**src/rtl/alu_pkg.sv**
```systemverilog
// Shared ALU definitions: op codes, exception codes and the writeback state encoding.
package alu_pkg;

  localparam logic [3:0] OP_ADD   = 4'h1;
  localparam logic [3:0] OP_SUB   = 4'h2;
  localparam logic [3:0] OP_MUL   = 4'h4;
  localparam logic [3:0] OP_DIV   = 4'h8;
  localparam logic [3:0] OP_ANDI  = 4'hC;
  localparam logic [3:0] OP_ORI   = 4'hE;
  localparam logic [3:0] OP_ADDNF = 4'hF;

  localparam logic [1:0] EXC_OVF = 2'b01;
  localparam logic [1:0] EXC_DZ  = 2'b10;

  typedef enum logic [1:0] {
    WB_IDLE  = 2'd0,
    WB_WR_RD = 2'd1,
    WB_WR_R0 = 2'd2,
    WB_EXC   = 2'd3
  } wb_state_t;

endpackage

```
**src/rtl/alu_op_classify.sv**
```systemverilog
// Decodes an ALU op code into the attributes the writeback sequencer needs.
module alu_op_classify
  import alu_pkg::*;
(
  input  logic [3:0] ctrl,
  output logic       is_checked,
  output logic       is_two_write,
  output logic       is_nop
);

  always_comb begin
    is_checked   = 1'b0;
    is_two_write = 1'b0;
    is_nop       = 1'b0;
    case (ctrl)
      OP_ADD, OP_SUB, OP_ADDNF: is_checked = 1'b1;
      OP_MUL, OP_DIV: begin
        is_checked   = 1'b1;
        is_two_write = 1'b1;
      end
      OP_ANDI, OP_ORI: ;
      default: is_nop = 1'b1;
    endcase
  end

endmodule

```
**src/rtl/alu_writeback.sv**
```systemverilog
// ALU result consumer: sequences register-file writes and raises held exceptions.
// Optional statistics counters are enabled with the ALU_WB_STATS_EN macro.
module alu_writeback
  import alu_pkg::*;
#(
  parameter int DATA_W  = 16,
  parameter int REG_AW  = 4,
  parameter int R0_ADDR = 0
) (
  input  logic              clk,
  input  logic              reset,
  input  logic              in_valid,
  output logic              in_ready,
  input  logic [DATA_W-1:0] alu_out,
  input  logic [DATA_W-1:0] alu_r0,
  input  logic              alu_ovf,
  input  logic [3:0]        alu_ctrl,
  input  logic              div_zero,
  input  logic [REG_AW-1:0] rd,
  input  logic [DATA_W-1:0] pc,
  output logic              rf_we,
  output logic [REG_AW-1:0] rf_waddr,
  output logic [DATA_W-1:0] rf_wdata,
  output logic              exc_valid,
  output logic [1:0]        exc_code,
  output logic [DATA_W-1:0] exc_epc,
  input  logic              exc_ack
`ifdef ALU_WB_STATS_EN
  ,
  output logic [7:0]        exc_count,
  output logic [15:0]       wr_count
`endif
);

  wb_state_t         state;
  logic [DATA_W-1:0] cap_r0;
  logic              cap_two;
  logic              is_checked;
  logic              is_two_write;
  logic              is_nop;
  logic              dz_fault;
  logic              ovf_fault;

  alu_op_classify u_classify (
    .ctrl        (alu_ctrl),
    .is_checked  (is_checked),
    .is_two_write(is_two_write),
    .is_nop      (is_nop)
  );

  assign dz_fault  = (alu_ctrl == OP_DIV) && div_zero;
  assign ovf_fault = is_checked && alu_ovf;

  // Ready everywhere except EXC and the first half of a two-write sequence.
  assign in_ready = (state != WB_EXC) && !((state == WB_WR_RD) && cap_two);

  always_ff @(posedge clk) begin
    if (!reset) begin
      state     <= WB_IDLE;
      rf_we     <= 1'b0;
      rf_waddr  <= '0;
      rf_wdata  <= '0;
      exc_valid <= 1'b0;
      exc_code  <= '0;
      exc_epc   <= '0;
      cap_r0    <= '0;
      cap_two   <= 1'b0;
`ifdef ALU_WB_STATS_EN
      exc_count <= '0;
      wr_count  <= '0;
`endif
    end else begin
      rf_we <= 1'b0;
`ifdef ALU_WB_STATS_EN
      if (rf_we) wr_count <= wr_count + 16'd1;
`endif
      case (state)
        WB_EXC: begin
          if (exc_ack) begin
            state     <= WB_IDLE;
            exc_valid <= 1'b0;
          end
        end
        default: begin
          if ((state == WB_WR_RD) && cap_two) begin
            state    <= WB_WR_R0;
            rf_we    <= 1'b1;
            rf_waddr <= REG_AW'(R0_ADDR);
            rf_wdata <= cap_r0;
          end else if (in_valid) begin
            cap_r0  <= alu_r0;
            cap_two <= 1'b0;
            // Divide-by-zero outranks overflow; a faulting op writes nothing.
            if (dz_fault || ovf_fault) begin
              state     <= WB_EXC;
              exc_valid <= 1'b1;
              exc_code  <= dz_fault ? EXC_DZ : EXC_OVF;
              exc_epc   <= pc;
`ifdef ALU_WB_STATS_EN
              if (exc_count != 8'hFF) exc_count <= exc_count + 8'd1;
`endif
            end else if (is_nop) begin
              state <= WB_IDLE;
            end else begin
              state    <= WB_WR_RD;
              rf_we    <= 1'b1;
              rf_waddr <= rd;
              rf_wdata <= alu_out;
              cap_two  <= is_two_write;
            end
          end else begin
            state <= WB_IDLE;
          end
        end
      endcase
    end
  end

endmodule

```
**config.mk**
```make
export PLATFORM = sky130hd
export DESIGN_NAME = alu_writeback
export DESIGN_NICKNAME = d
export VERILOG_FILES = /design/src/rtl/alu_pkg.sv /design/src/rtl/alu_op_classify.sv /design/src/rtl/alu_writeback.sv
export SDC_FILE = /design/constraint.sdc
export NUM_CORES = 1
export LEC_CHECK = 0
export ABC_AREA = 1
export CAP_MARGIN = 0
export CORE_MARGIN = 3
export CORE_UTILIZATION = 49
export CTS_BUF_LIST = sky130_fd_sc_hd__clkbuf_2
export DETAILED_ROUTE_END_ITERATION = 8
export GPL_TIMING_DRIVEN = 1
export PLACE_DENSITY_LB_ADDON = 0.25
export SLEW_MARGIN = 20
export SYNTH_ARGS = -nofsm -noshare
export SYNTH_HDL_FRONTEND = slang
export SYNTH_SLANG_ARGS = --single-unit
```
**constraint.sdc**
```tcl
create_clock -name clk -period 3.6 [get_ports clk]
set_clock_uncertainty 0.1 [all_clocks]
set_input_delay 0.72 -clock clk [delete_from_list [all_inputs] [get_ports clk]]
set_output_delay 0.72 -clock clk [all_outputs]
set_load 0.02 [all_outputs]
```
==> reports/qor.yml <==
die:
  rows: 26
  fp.coreArea_um2: 5172
  ios: 103
  die_x_um: 79.58
  initial_utilization: 0.5128
  die_h_um: 79.58
  die_area_um2: 6332
logic_synthesis:
  syn_nets: 426
  syn_area_um2: 2653
  syn_inst: 364
  synth_warnings: 0
  synth.distinct_cells: 24
  synth-seq-area-share: 0.4453
  syn-mean-instance-area_um2: 7.287
  synth_seq_cells: 59
  synth.area.top_cells: "dfxtp_1 45%, o21ai_0 7.9%, nor2_1 7.6%"
  synth_top_cell_by_area: "dfxtp_1"
  synth_top_area_share: 0.4453
placement:
  numPortBuffers: 102
  place_area_um2: 3659
  post-dp-hpwl_um: 4486
  place_ws_ps: 792.2
  gp_congestion: 0.7329
worst_setup_path:
  worstPathCellList: "nand2_1 -> nand2_1 -> inv_1 -> clkdlybuf4s50_1"
  r2r-end: "rf_wdata[0]"
  end_kind: "output port"
  regToRegSetupSlack_ps: 1920
  arrival_ps: 1700
  slowest_stage: "clkdlybuf4s50_1"
  start_kind: "register"
  worstReg2RegStart: "state[1]"
  slowest_delay_ps: 600
  critPathMaxFanout: 5
  reg2reg_depth: 6
  path_class: "register to output port"
  crit_required_ps: 2780
  crit_path_frequent_cell: "nand2_1"
timing:
  finalSetupTns_ps: 0
  fin_hold_ws_ps: 354.7
  slew-limit-headroom: 0.5531
  fin_crit_sh: 0.7006
  hold_viol_final: 0
  setup_ws_ps: 1078
  report.final.slew_viol_count: 0
  setup_viol: 0
  timing.fmax_ghz: 0.3965
  min_period_ps: 2522
  worst_slew_pin_slew_ps: 670.3
  rsz0062_at_grt: "no"
finish:
  areaGrowthSynthToFinish_pct: 40.57
  final_cell_mix: "102 x clkdlybuf4s50_1, 59 x dfxtp_1, 54 x nor2_1"
  layout_commonest_cell: "clkdlybuf4s50_1"
  nets: 521
  drive_above_1_share: 0.09957
  multi_input_area_um2: 1189
  postLayoutCoreUtil: 0.7209
  fin_area_um2: 3729
  seqCellArea_um2: 1181
  antennaDiodeCount: 0
  n_fill_cell: 438
cts:
  ctsHoldBuffers: 0
  cts_resized: 0
  path_clk_slew_ps: 150
  cts_buffer_depth: 2
  cts_tree: "done"
  cts_setup_buffers: 0
  cts_buffers: 9
  cts.sinks: 59
  htree_levels: 3
  clockRootBuffer: "clkbuf_2"
  clock_latency_ps: 460
worst_hold_path:
  hold_class: "register to register"
  whs_path_depth: 2
  min_to: "cap_r0[15]"
  min_from: "cap_r0[15]"
power:
  clkPwrFrac: 0.225
  p_per_area_nw_per_um2: 358.8
  power.switching_uw: 402.9
  power.share.sequential: 0.537
  combPwrFrac: 0.238
  peakVddDrop_uv: 238.1
  intPower_uw: 934.9
  leakagePower_uw: 0.001631
  netSwitchingFraction: 0.3012
status:
  status: "complete, no violations"
routing:
  drt-total-wl_um: 6293
  remaining_drc_errors: 0
  firstDrtPassIters: 4
  ant_nets: 0
  vias_per_cell: 4.756
  num_vias: 2530
  drtIter0Drc: 175
  wl_per_cell_um: 11.83
flow_run:
  cap_violations: 0
global_route:
  grtUsageTotal: 0.2084
  grt.overflow.total: 0
  grt_max_degree: 67
  antenna_found_initial: 0
  grt_first_pass_wirelength_um: 10210
  grt_pass1_vias: 2239
-- worst max-delay path by stage --
stage,start,end,slack (ps),depth (start not counted)
3_3_place_gp,alu_ctrl[2],rf_waddr[2],910,10
5_1_grt,state[1],in_ready,910,4
2_1_floorplan,alu_ctrl[1],exc_code[0],1700,13
6_report,state[1],in_ready,1080,4
3_5_place_dp,alu_ctrl[3],rf_wdata[0],790,11
4_1_cts,state[1],in_ready,1040,4
-- power groups by stage --
stage	registers (uW)	logic [uW]	clock network (uW)
CTS	718	322	313
global placement	731	313	0
detailed placement	733	320	0
finish	718	319	301
floorplan	769	134	0
global route	723	350	355
-- critical path: cells and delay by family, from the launching register on --
family	cells	cell delay [ps]
buf+inv	2	680
flops	1	350
simple gates	2	200
-- final cells by class --
class | count | area share
Timing Repair Buffer | 104 | 0.2779
Tap cell | 70 | 0.02349
Clock inverter | 5 | 0.006040
Clock buffer | 9 | 0.01208
Multi-Input combinational cell | 241 | 0.3188
Sequential cell | 59 | 0.3168
Inverter | 44 | 0.04497
-- Yosys cell counts (all sizes together) --
| master | number |
|---|---|
| inv | 44 |
| nand3 | 21 |
| nand4 | 1 |
| nand2 | 56 |
| or2 | 2 |
| buf | 11 |
| o211ai | 1 |
| o21ai | 54 |
| a21oi | 39 |
| nor2 | 67 |
| dfxtp | 59 |
| clkbuf | 9 |
-- state kept, by name (all words and copies together), names as in the netlist --
register / flops
rf_we: 1
exc_code: 2
cap_r0: 16
exc_valid: 1
rf_waddr: 4
state: 2
exc_epc: 16
rf_wdata: 16
cap_two: 1
-- logic make-up after synthesis --
logic type,Yosys count,synth area share
and+or+nand+nor,147,0.2675
buffers and inverters,64,0.1075
AOI/OAI and AO/OA,94,0.1797
DFF,59,0.4453
-- per-layer routing --
metal,wire length [um],vias to the layer above,track usage
met4,74,0,0.07732
li1,-,1344,-
met3,548,5,0.09932
met2,2957,77,0.3222
met1,2712,1104,0.2502
met5,0,-,0
-- stage by stage --
step | total power (uW) | std cells
CTS | 1354 | 532
global route | 1429 | 532
global placement | 1043 | 518
finish | 1338 | 532
detailed placement | 1052 | 518
floorplan | 903.2 | 364
(Power assumes the default switching activity.)
